**src/rtl/spdif_pkg.sv**
```systemverilog
// spdif_pkg: constants, FSM state type and helpers shared by the S/PDIF
// encoder and decoder.
//   PRE_B/PRE_M/PRE_W   preamble half-cell patterns for a prior line level of 0
//   FRAMES_PER_BLOCK    frames per channel-status block
//   SLOTS_PER_SUBFRAME  time slots per subframe (two half-cells each)
//   T*_HALVES           line run lengths in half-cells (short/medium/long)
//   spdif_state_t       encoder FSM state
package spdif_pkg;

    localparam logic [7:0] PRE_B = 8'b11101000;
    localparam logic [7:0] PRE_M = 8'b11100010;
    localparam logic [7:0] PRE_W = 8'b11100100;

    localparam int unsigned FRAMES_PER_BLOCK    = 192;
    localparam int unsigned SLOTS_PER_SUBFRAME  = 32;
    localparam int unsigned HALVES_PER_SUBFRAME = 2 * SLOTS_PER_SUBFRAME;
    localparam int unsigned PRE_HALVES          = 8;
    localparam int unsigned DATA_HALVES         = HALVES_PER_SUBFRAME - PRE_HALVES;

    localparam int unsigned T1_HALVES = 1;
    localparam int unsigned T2_HALVES = 2;
    localparam int unsigned T3_HALVES = 3;

    typedef enum logic [1:0] {
        ST_IDLE,
        ST_PRE,
        ST_DATA
    } spdif_state_t;

    // Slots 4..31 of a subframe, bit 0 = slot 4: audio LSB first, V, U=0, C, P.
    // P gives even parity over the 28 slots.
    function automatic logic [27:0] subframe_payload(input logic [23:0] audio,
                                                     input logic        v,
                                                     input logic        c);
        logic p;
        p = ^{c, v, audio};
        return {p, c, 1'b0, v, audio};
    endfunction

    // Line levels of all 64 half-cells, first half-cell in bit 63, assuming a
    // prior line level of 0. Every slot starts with a toggle; a 1 adds a
    // mid-slot toggle. The payload is shifted out rather than indexed.
    function automatic logic [63:0] bmc_cells(input logic [7:0]  pre,
                                              input logic [27:0] payload);
        logic [63:0] cells;
        logic [27:0] rest;
        logic        lvl;
        logic        first;
        cells = {56'b0, pre};
        rest  = payload;
        lvl   = pre[0];
        for (int unsigned s = 0; s < 28; s++) begin
            lvl   = ~lvl;
            first = lvl;
            lvl   = lvl ^ rest[0];
            rest  = rest >> 1;
            cells = {cells[61:0], first, lvl};
        end
        return cells;
    endfunction

endpackage

```
**src/rtl/spdif_bmc_shifter.sv**
```systemverilog
// spdif_bmc_shifter: serializes one subframe of precomputed half-cell levels
// onto the line, inverting the whole subframe when the line sat at 1 before it.
//   clk, resetb  clock, synchronous active-low reset
//   load         start a subframe: first half-cell appears next clk
//   step         advance to the next half-cell
//   cells        64 half-cell levels (bit 63 first) for a prior level of 0
//   line         biphase-mark line output
module spdif_bmc_shifter (
    input  logic        clk,
    input  logic        resetb,
    input  logic        load,
    input  logic        step,
    input  logic [63:0] cells,
    output logic        line
);

    logic [62:0] rest;
    logic        prior;

    always_ff @(posedge clk) begin
        if (!resetb) begin
            line  <= 1'b0;
            prior <= 1'b0;
            rest  <= '0;
        end else if (load) begin
            prior <= line;
            line  <= cells[63] ^ line;
            rest  <= cells[62:0];
        end else if (step) begin
            line  <= rest[62] ^ prior;
            rest  <= {rest[61:0], 1'b0};
        end
    end

endmodule

```
**src/rtl/spdif_encoder.sv**
```systemverilog
// spdif_encoder: S/PDIF transmitter with a one-pair holding buffer.
//   HALF_DIV      clk cycles per biphase half-cell (2..255)
//   clk, resetb   clock, synchronous active-low reset
//   sample_l/r    24-bit two's complement PCM pair
//   sample_valid  pair presented; transfers when sample_ready is also 1
//   sample_ready  holding buffer empty
//   tx_out        biphase-mark line output
//   frame_start   one-cycle pulse on the first clk of each B preamble
//   underrun      one-cycle pulse when a frame starts with the buffer empty
module spdif_encoder
    import spdif_pkg::*;
#(
    parameter int unsigned HALF_DIV = 4
) (
    input  logic        clk,
    input  logic        resetb,
    input  logic [23:0] sample_l,
    input  logic [23:0] sample_r,
    input  logic        sample_valid,
    output logic        sample_ready,
    output logic        tx_out,
    output logic        frame_start,
    output logic        underrun
);

    spdif_state_t state;
    logic [7:0]   cnt;
    logic [5:0]   hc;
    logic         in_right;
    logic [7:0]   frame;
    logic         buf_full;
    logic [23:0]  buf_l;
    logic [23:0]  buf_r;
    logic [23:0]  cur_r;
    logic         cur_v;

    logic         accept;
    logic         wrap;
    logic         sub_end;
    logic         load;
    logic         step;
    logic         next_left;
    logic [7:0]   frame_nx;
    logic [7:0]   pre;
    logic [23:0]  aud;
    logic         v_bit;
    logic         c_bit;
    logic [63:0]  cells;

    assign sample_ready = ~buf_full;
    assign accept       = sample_valid & ~buf_full;

    always_comb begin
        wrap      = (state != ST_IDLE) && (cnt == 8'(HALF_DIV - 1));
        sub_end   = wrap && (hc == 6'(HALVES_PER_SUBFRAME - 1));
        load      = ((state == ST_IDLE) && buf_full) || sub_end;
        step      = wrap && !sub_end;
        next_left = (state == ST_IDLE) || in_right;

        frame_nx = frame;
        if (state == ST_IDLE)
            frame_nx = '0;
        else if (in_right)
            frame_nx = (frame == 8'(FRAMES_PER_BLOCK - 1)) ? '0 : frame + 8'd1;

        // Left subframes take the buffer directly (zero audio, V=1 if empty);
        // right subframes reuse what was captured at the left load.
        if (next_left) begin
            aud   = buf_full ? buf_l : '0;
            v_bit = ~buf_full;
            pre   = (frame_nx == '0) ? PRE_B : PRE_M;
        end else begin
            aud   = cur_r;
            v_bit = cur_v;
            pre   = PRE_W;
        end
        c_bit = (frame_nx == 8'd2);
        cells = bmc_cells(pre, subframe_payload(aud, v_bit, c_bit));
    end

    always_ff @(posedge clk) begin
        if (!resetb) begin
            state       <= ST_IDLE;
            cnt         <= '0;
            hc          <= '0;
            in_right    <= 1'b0;
            frame       <= '0;
            buf_full    <= 1'b0;
            buf_l       <= '0;
            buf_r       <= '0;
            cur_r       <= '0;
            cur_v       <= 1'b0;
            frame_start <= 1'b0;
            underrun    <= 1'b0;
        end else begin
            frame_start <= 1'b0;
            underrun    <= 1'b0;

            if (accept) begin
                buf_l <= sample_l;
                buf_r <= sample_r;
            end
            // A pair accepted on the load clk survives the load's emptying.
            buf_full <= accept || (buf_full && !(load && next_left));

            if (load && next_left) begin
                cur_r       <= buf_full ? buf_r : '0;
                cur_v       <= ~buf_full;
                underrun    <= ~buf_full;
                frame_start <= (frame_nx == '0);
            end

            if (load) begin
                state    <= ST_PRE;
                cnt      <= '0;
                hc       <= '0;
                in_right <= ~next_left;
                frame    <= frame_nx;
            end else if (state == ST_IDLE) begin
                cnt <= '0;
                hc  <= '0;
            end else if (wrap) begin
                cnt <= '0;
                hc  <= hc + 6'd1;
                if (hc == 6'(PRE_HALVES - 1))
                    state <= ST_DATA;
            end else begin
                cnt <= cnt + 8'd1;
            end
        end
    end

    spdif_bmc_shifter u_shifter (
        .clk    (clk),
        .resetb (resetb),
        .load   (load),
        .step   (step),
        .cells  (cells),
        .line   (tx_out)
    );

endmodule
```
**config.mk**
```make
export PLATFORM = sky130hd
export DESIGN_NAME = spdif_encoder
export DESIGN_NICKNAME = d
export VERILOG_FILES = /design/src/rtl/spdif_pkg.sv /design/src/rtl/spdif_bmc_shifter.sv /design/src/rtl/spdif_encoder.sv
export SDC_FILE = /design/constraint.sdc
export NUM_CORES = 1
export LEC_CHECK = 0
export ABC_AREA = 1
export BUFFER_PORTS_ARGS = -buffer_cell sky130_fd_sc_hd__buf_2
export CAP_MARGIN = 20
export CORE_UTILIZATION = 46
export CTS_CLUSTER_DIAMETER = 30
export DETAILED_ROUTE_END_ITERATION = 7
export PLACE_DENSITY = 0.74
export REMOVE_ABC_BUFFERS = 1
export SLEW_MARGIN = 20
export SYNTH_ARGS = -nofsm -noshare
export SYNTH_HDL_FRONTEND = slang
export SYNTH_SLANG_ARGS = --single-unit
```
**constraint.sdc**
```tcl
create_clock -name clk -period 2.92 [get_ports clk]
set_input_delay 0.292 -clock clk [delete_from_list [all_inputs] [get_ports clk]]
set_output_delay 0.292 -clock clk [all_outputs]
set_load 0.02 [all_outputs]
```
==> reports/qor.yml, run 1 <==
dieHeight_um: 131
clk_path_buf_depth: 2
fin_ws_ps: 307
regArea_um2: 3320
critical-path-top-delay-family: "simple AND/OR/NAND/NOR gates"
syn_inst: 1087
drv_cap: 0
final_cell_mix: "300 x nand2_1, 165 x dfxtp_1, 110 x nor2_1, 94 x inv_1, 81 x o21ai_0"
worstPathArrival_ps: 2890
insertion_delay_ps: 420
setup_viol_count_final: 0
yosysWarnings: 0
grt_pass1_vias: 6541
fp.dieArea_um2: 17200
path_cells: "nor2_4 > nor2_4 > nand2_1 > nand2_1 > nand2_1 > nand2_1 > nand2_1 > nand2_2 > nand3_2 > nand2_4 > xor2_2 > inv_2 > nand2_1 > nand2_1 > nand2_1 > nand3_1 > nand2_1 > a21oi_1"
dp_hpwl_um: 12200
placementRows: 46
cts_sinks: 166
grt_pass1_wl_um: 30600
final_antenna_net_count: 0
fin_crit_sh_pct: 89.5
p_per_area_nw_per_um2: 658
antenna_found_initial: 0
synth_largest_area_cell: "dfxtp_1"
fill_cells: 1567
dpl-instance-area_um2: 8210
overflow: 0
rsz0062_at_grt: "no"
worst-path-buf-inv: 1
initial_core_util_pct: 47.7
worst_setup_path_end_kind: "register"
design_area_um2: 8800
whs_ps: 84.2
ios: 55
cpMaxStageDelayCell: "dfxtp_1"
slew_violations: 0
syn_avg_cell_area_um2: 7.07
vias_per_cell: 5.13
fin_crit_ps: 2610
place_ws_ps: 96.0
cp_common_cell: "nand2_1"
ys_ff_latch: 166
hold_path_class: "in2reg"
detail_route.iter0.violations: 511
postCtsHoldBufs: 0
crit_type: "reg2reg"
status: "finished, final reports clean"
final_common_cell: "nand2_1"
async_reset_ff_share_pct: 0
die_x_um: 131
synthesis.area_um2: 7690
startpoint_type: "register"
synth-main-ff-cell: "dfxtp_1"
core_um2: 16100
synth-edff-count: 0
nets: 1194
drt_wl_total_um: 17900
multiInputGateArea_um2: 3710
power.leakage_nw: 3.71
numCtsBuffers: 17
cts_tree: "done"
synth_top_area_share_pct: 43.2
firstDrtPassIters: 5
slowest_delay_ps: 460
yosysSeqAreaShare_pct: 43.2
path_clk_slew_ps: 60
drive_gt1_share_pct: 14.3
area_growth_pct: 14.6
gp_congestion: 0.865
grt_max_degree: 65
slew_headroom_pct: 54.3
n_antenna_cell: 0
cts_max_level: 4
finalHoldViolations: 0
synth_area_leaders: "dfxtp_1 43%, nand2_1 15%, nor2_1 5.4%, o21ai_0 5.3%, inv_1 4.7%"
ir_drop_mv: 0.447
root_buffer: "clkbuf_16"
worst_pin_slew_ps: 686
drc_errors: 0
io_buffers: 54
track_usage_pct: 21.7
fmax_mhz: 383
cp_data_required_time_ps: 3200
synth_cell_types: 47
worstPathMaxFanout: 8
num_vias: 7008
skew_ps: 7.41
wire_per_inst_um: 13.1
[cell usage after synthesis, types with 2 or more instances]
library cell	n
o32ai_1	4
nor2_1	111
nand3_1	67
nand2_1	300
nor2_2	2
dfxtp_1	166
a22oi_2	4
xor2_1	14
inv_2	14
buf_6	3
nor4_1	2
a211oi_1	3
nand2_2	8
a22oi_4	2
a21oi_1	51
nand3b_1	2
inv_1	96
ha_1	3
xnor2_1	8
a31oi_1	27
nor2_4	3
buf_4	3
buf_2	6
clkbuf_1	40
nand2_4	3
o21ai_0	81
o211ai_1	20
nand4_1	4
nor3_1	7
o22ai_1	13
or2_2	3
nand3_2	2
[state kept, by name (all words and copies together), names as in the netlist]
signal and count:
frame_start 1, cnt 8, in_right 1, hc 6, u_shifter.line 1, u_shifter.prior 1, cur_r 24, frame 8
state 2, underrun 1, u_shifter.rest 63, buf_r 24, buf_l 24, cur_v 1, buf_full 1
[path summary, 6_finish.rpt]
| check | start | slack, ps | cells past startpoint | endpoint |
|---|---|---|---|---|
| max | state[0] | 310 | 18 | u_shifter.rest[26] |
| min | sample_r[15] | 80 | 3 | buf_r[15] |
| max reg2reg | state[0] | 310 | 18 | u_shifter.rest[26] |
| min reg2reg | cnt[0] | 450 | 1 | cnt[0] |
[power breakdown]
part,total (W),switching (W),internal (W)
registers,0.00255,0.000101,0.00245
logic,0.00124,0.000807,0.000437
clock network,0.00200,0.000881,0.00112
[worst min-delay path, stage by stage]
cell	delay [ps]
buf_2	70
nor2_1	30
nor2_1	80
[per-layer routing]
layer	vias up	global-route usage, %	routed length [um]
met5	-	0	0
met4	0	9.50	464
met3	29	4.01	776
met2	161	36.0	8230
met1	3182	27.6	8430
li1	3636	-	-
[cell type report]
type,instances,share of cell area [%]
flip-flops and latches,166,37.8
inverters,112,4.80
well taps,216,3.07
multi-input cells,756,42.2
clock inverters,8,0.611
repair buffers,87,6.31
clock buffers,22,5.27
[through the flow]
step	setup TNS, ps	power [W]	utilization, %	cells
after CTS	0	0.00580	54.1	1360
after global routing	0	0.00611	54.6	1367
after global placement	0	0.00378	50.9	1330
after detailed placement	0	0.00381	50.9	1330
final	0	0.00580	54.6	1367
after floorplan	-140130	0.00347	-	1034
[kinds of logic after synthesis]
kind of cell / Yosys count / share of synthesized area (%)
DFF: 166 / 43.2
and+or+nand+nor: 517 / 28.0
AOI/OAI and AO/OA: 212 / 16.7
adders and majority gates: 3 / 0.488
buffers and inverters: 165 / 8.63
xor gates and xnor gates: 24 / 2.93
[what timing repair did]
item | 4_1_cts | 5_1_grt
buffers inserted | 0 | 7
setup endpoints to repair | 0 | 25
resized for setup | 0 | 1
No activity file was read; power rests on OpenSTA's default activity.
==> run 2: changes to the inputs <==
--- a/config.mk
+++ b/config.mk
@@ -12,6 +12,7 @@
 export CTS_CLUSTER_DIAMETER = 30
 export DETAILED_ROUTE_END_ITERATION = 7
 export PLACE_DENSITY = 0.74
+export RECOVER_POWER = 100
 export REMOVE_ABC_BUFFERS = 1
 export SLEW_MARGIN = 20
 export SYNTH_ARGS = -nofsm -noshare
==> reports/qor.yml, run 2 (synthesized netlist as in run 1, its figures left out) <==
cts_max_level: 4
numCtsBuffers: 17
cpMaxStageDelayCell: "clkbuf_2"
worst_r2r_startpoint: "state[1]"
worstRegToRegCells: 11
fin_cells: 1367
startpoint_type: "register"
core_um2: 16100
detail_route.iter0.violations: 487
cts_sinks: 166
die_x_um: 131
crit_type: "reg2reg"
ir_drop_mv: 0.446
fp.dieArea_um2: 17200
power.leakage_nw: 3.67
initial_core_util_pct: 47.7
rsz0062_at_grt: "no"
min_to: "buf_r[15]"
firstDrtPassIters: 5
setup_viol_count_final: 0
largest_register_ffs: 63
final_cell_mix: "301 x nand2_1, 165 x dfxtp_1, 112 x nor2_1, 95 x inv_1, 82 x o21ai_0"
dp.cells: 1330
finalHoldViolations: 0
clk_path_buf_depth: 2
hold_path_class: "in2reg"
cp_data_required_time_ps: 3260
overflow: 0
r2r_end: "u_shifter.rest[59]"
slew_violations: 0
final_antenna_net_count: 0
whs_ps: 84.4
grt_pass1_wl_um: 30600
skew_ps: 7.33
grt_pass1_vias: 6541
cts_tree: "done"
n_antenna_cell: 0
worstPathArrival_ps: 3040
whs_path_depth: 3
ios: 55
slew_headroom_pct: 50.9
slowest_delay_ps: 570
drt_wl_total_um: 17900
num_vias: 7020
grt_max_degree: 65
drv_cap: 0
dieHeight_um: 131
p_per_area_nw_per_um2: 661
drc_errors: 0
fmax_mhz: 370
vias_per_cell: 5.14
holdCritStartpoint: "sample_r[15]"
r2r_setup_slack_ps: 220
path_cells: "inv_1 > nand2_1 > buf_4 > nand2_1 > inv_1 > a21oi_4 > buf_4 > inv_2 > clkbuf_2 > o21ai_0 > a31oi_1"
final_common_cell: "nand2_1"
dp_hpwl_um: 12200
wire_per_inst_um: 13.1
final.setup.tns_ps: 0
track_usage_pct: 21.7
top_register: "u_shifter.rest"
root_buffer: "clkbuf_16"
drive_gt1_share_pct: 13.3
nets: 1194
status: "finished, final reports clean"
worst_setup_path_end_kind: "register"
fin_crit_sh_pct: 92.6
antenna_found_initial: 0
gp_congestion: 0.865
io_buffers: 54
worst_pin_slew_ps: 736
fin_crit_ps: 2700
worstPathMaxFanout: 34
insertion_delay_ps: 420
path_clk_slew_ps: 60
placementRows: 46
area_growth_pct: 13.9
-- run 2: cell count changes in the layout (fill, tap and decap cells not counted), moves of 2 or more --
| cell | before | now |
|---|---|---|
| nor2_1 | 110 | 112 |
| nor2_2 | 3 | 1 |
| buf_2 | 54 | 50 |
| clkbuf_2 | 0 | 4 |
| buf_4 | 30 | 23 |
| clkbuf_1 | 3 | 11 |
-- run 2: layout make-up --
| class | instances | area [um^2] |
|---|---|---|
| multi-input cells | 756 | 3710 |
| well taps | 216 | 270 |
| clock buffers | 22 | 464 |
| clock inverters | 8 | 53.8 |
| fillers | 1580 | 7360 |
| inverters | 112 | 423 |
| repair buffers | 87 | 513 |
| flip-flops and latches | 166 | 3320 |
-- run 2: what timing repair did --
action	CTS	global route
setup endpoints to repair	0	25
setup buffers	0	7
hold buffers	0	0
resized for setup	0	1
-- run 2: critical path: cells and delay by family (launching register included) --
family / cells / cell delay (ps)
buffers and inverters: 6 / 1340
AOI/OAI and AO/OA: 3 / 450
DFF: 1 / 440
and+or+nand+nor: 2 / 370
-- run 2: worst max-delay path by stage --
stage	from	slack (ps)	endpoint	depth (start not counted)
5_1_grt	state[0]	7	u_shifter.rest[26]	18
4_1_cts	buf_full	80	u_shifter.rest[26]	18
3_3_place_gp	buf_full	220	u_shifter.rest[26]	18
2_1_floorplan	cnt[0]	-1480	u_shifter.rest[6]	11
6_report	state[1]	220	u_shifter.rest[59]	11
3_5_place_dp	buf_full	100	u_shifter.rest[26]	18
-- run 2: stage by stage --
step	cell area (um^2)	utilization, %	setup WS [ps]	power (W)
detailed placement	8210	50.9	96.0	0.00381
global route	8750	54.3	6.50	0.00610
floorplan	7450	-	-1480	0.00347
finish	8750	54.3	215	0.00579
global placement	8210	50.9	220	0.00378
CTS	8730	54.1	84.2	0.00580
-- run 2: per-layer routing --
metal	track usage [%]	routed length [um]	up-vias	share of wire, %
met1	27.6	8490	3207	48
met2	36.0	8210	145	46
met5	0	0	-	0
met3	4.01	700	29	3.9
met4	9.50	466	0	2.6
li1	-	-	3639	-
-- run 2: report_power, final --
group / switching [W] / total, W / internal, W
logic: 0.000806 / 0.00123 / 0.000426
registers: 0.000101 / 0.00255 / 0.00245
clock network: 0.000881 / 0.00200 / 0.00112
total: 0.00179 / 0.00579 / 0.00400
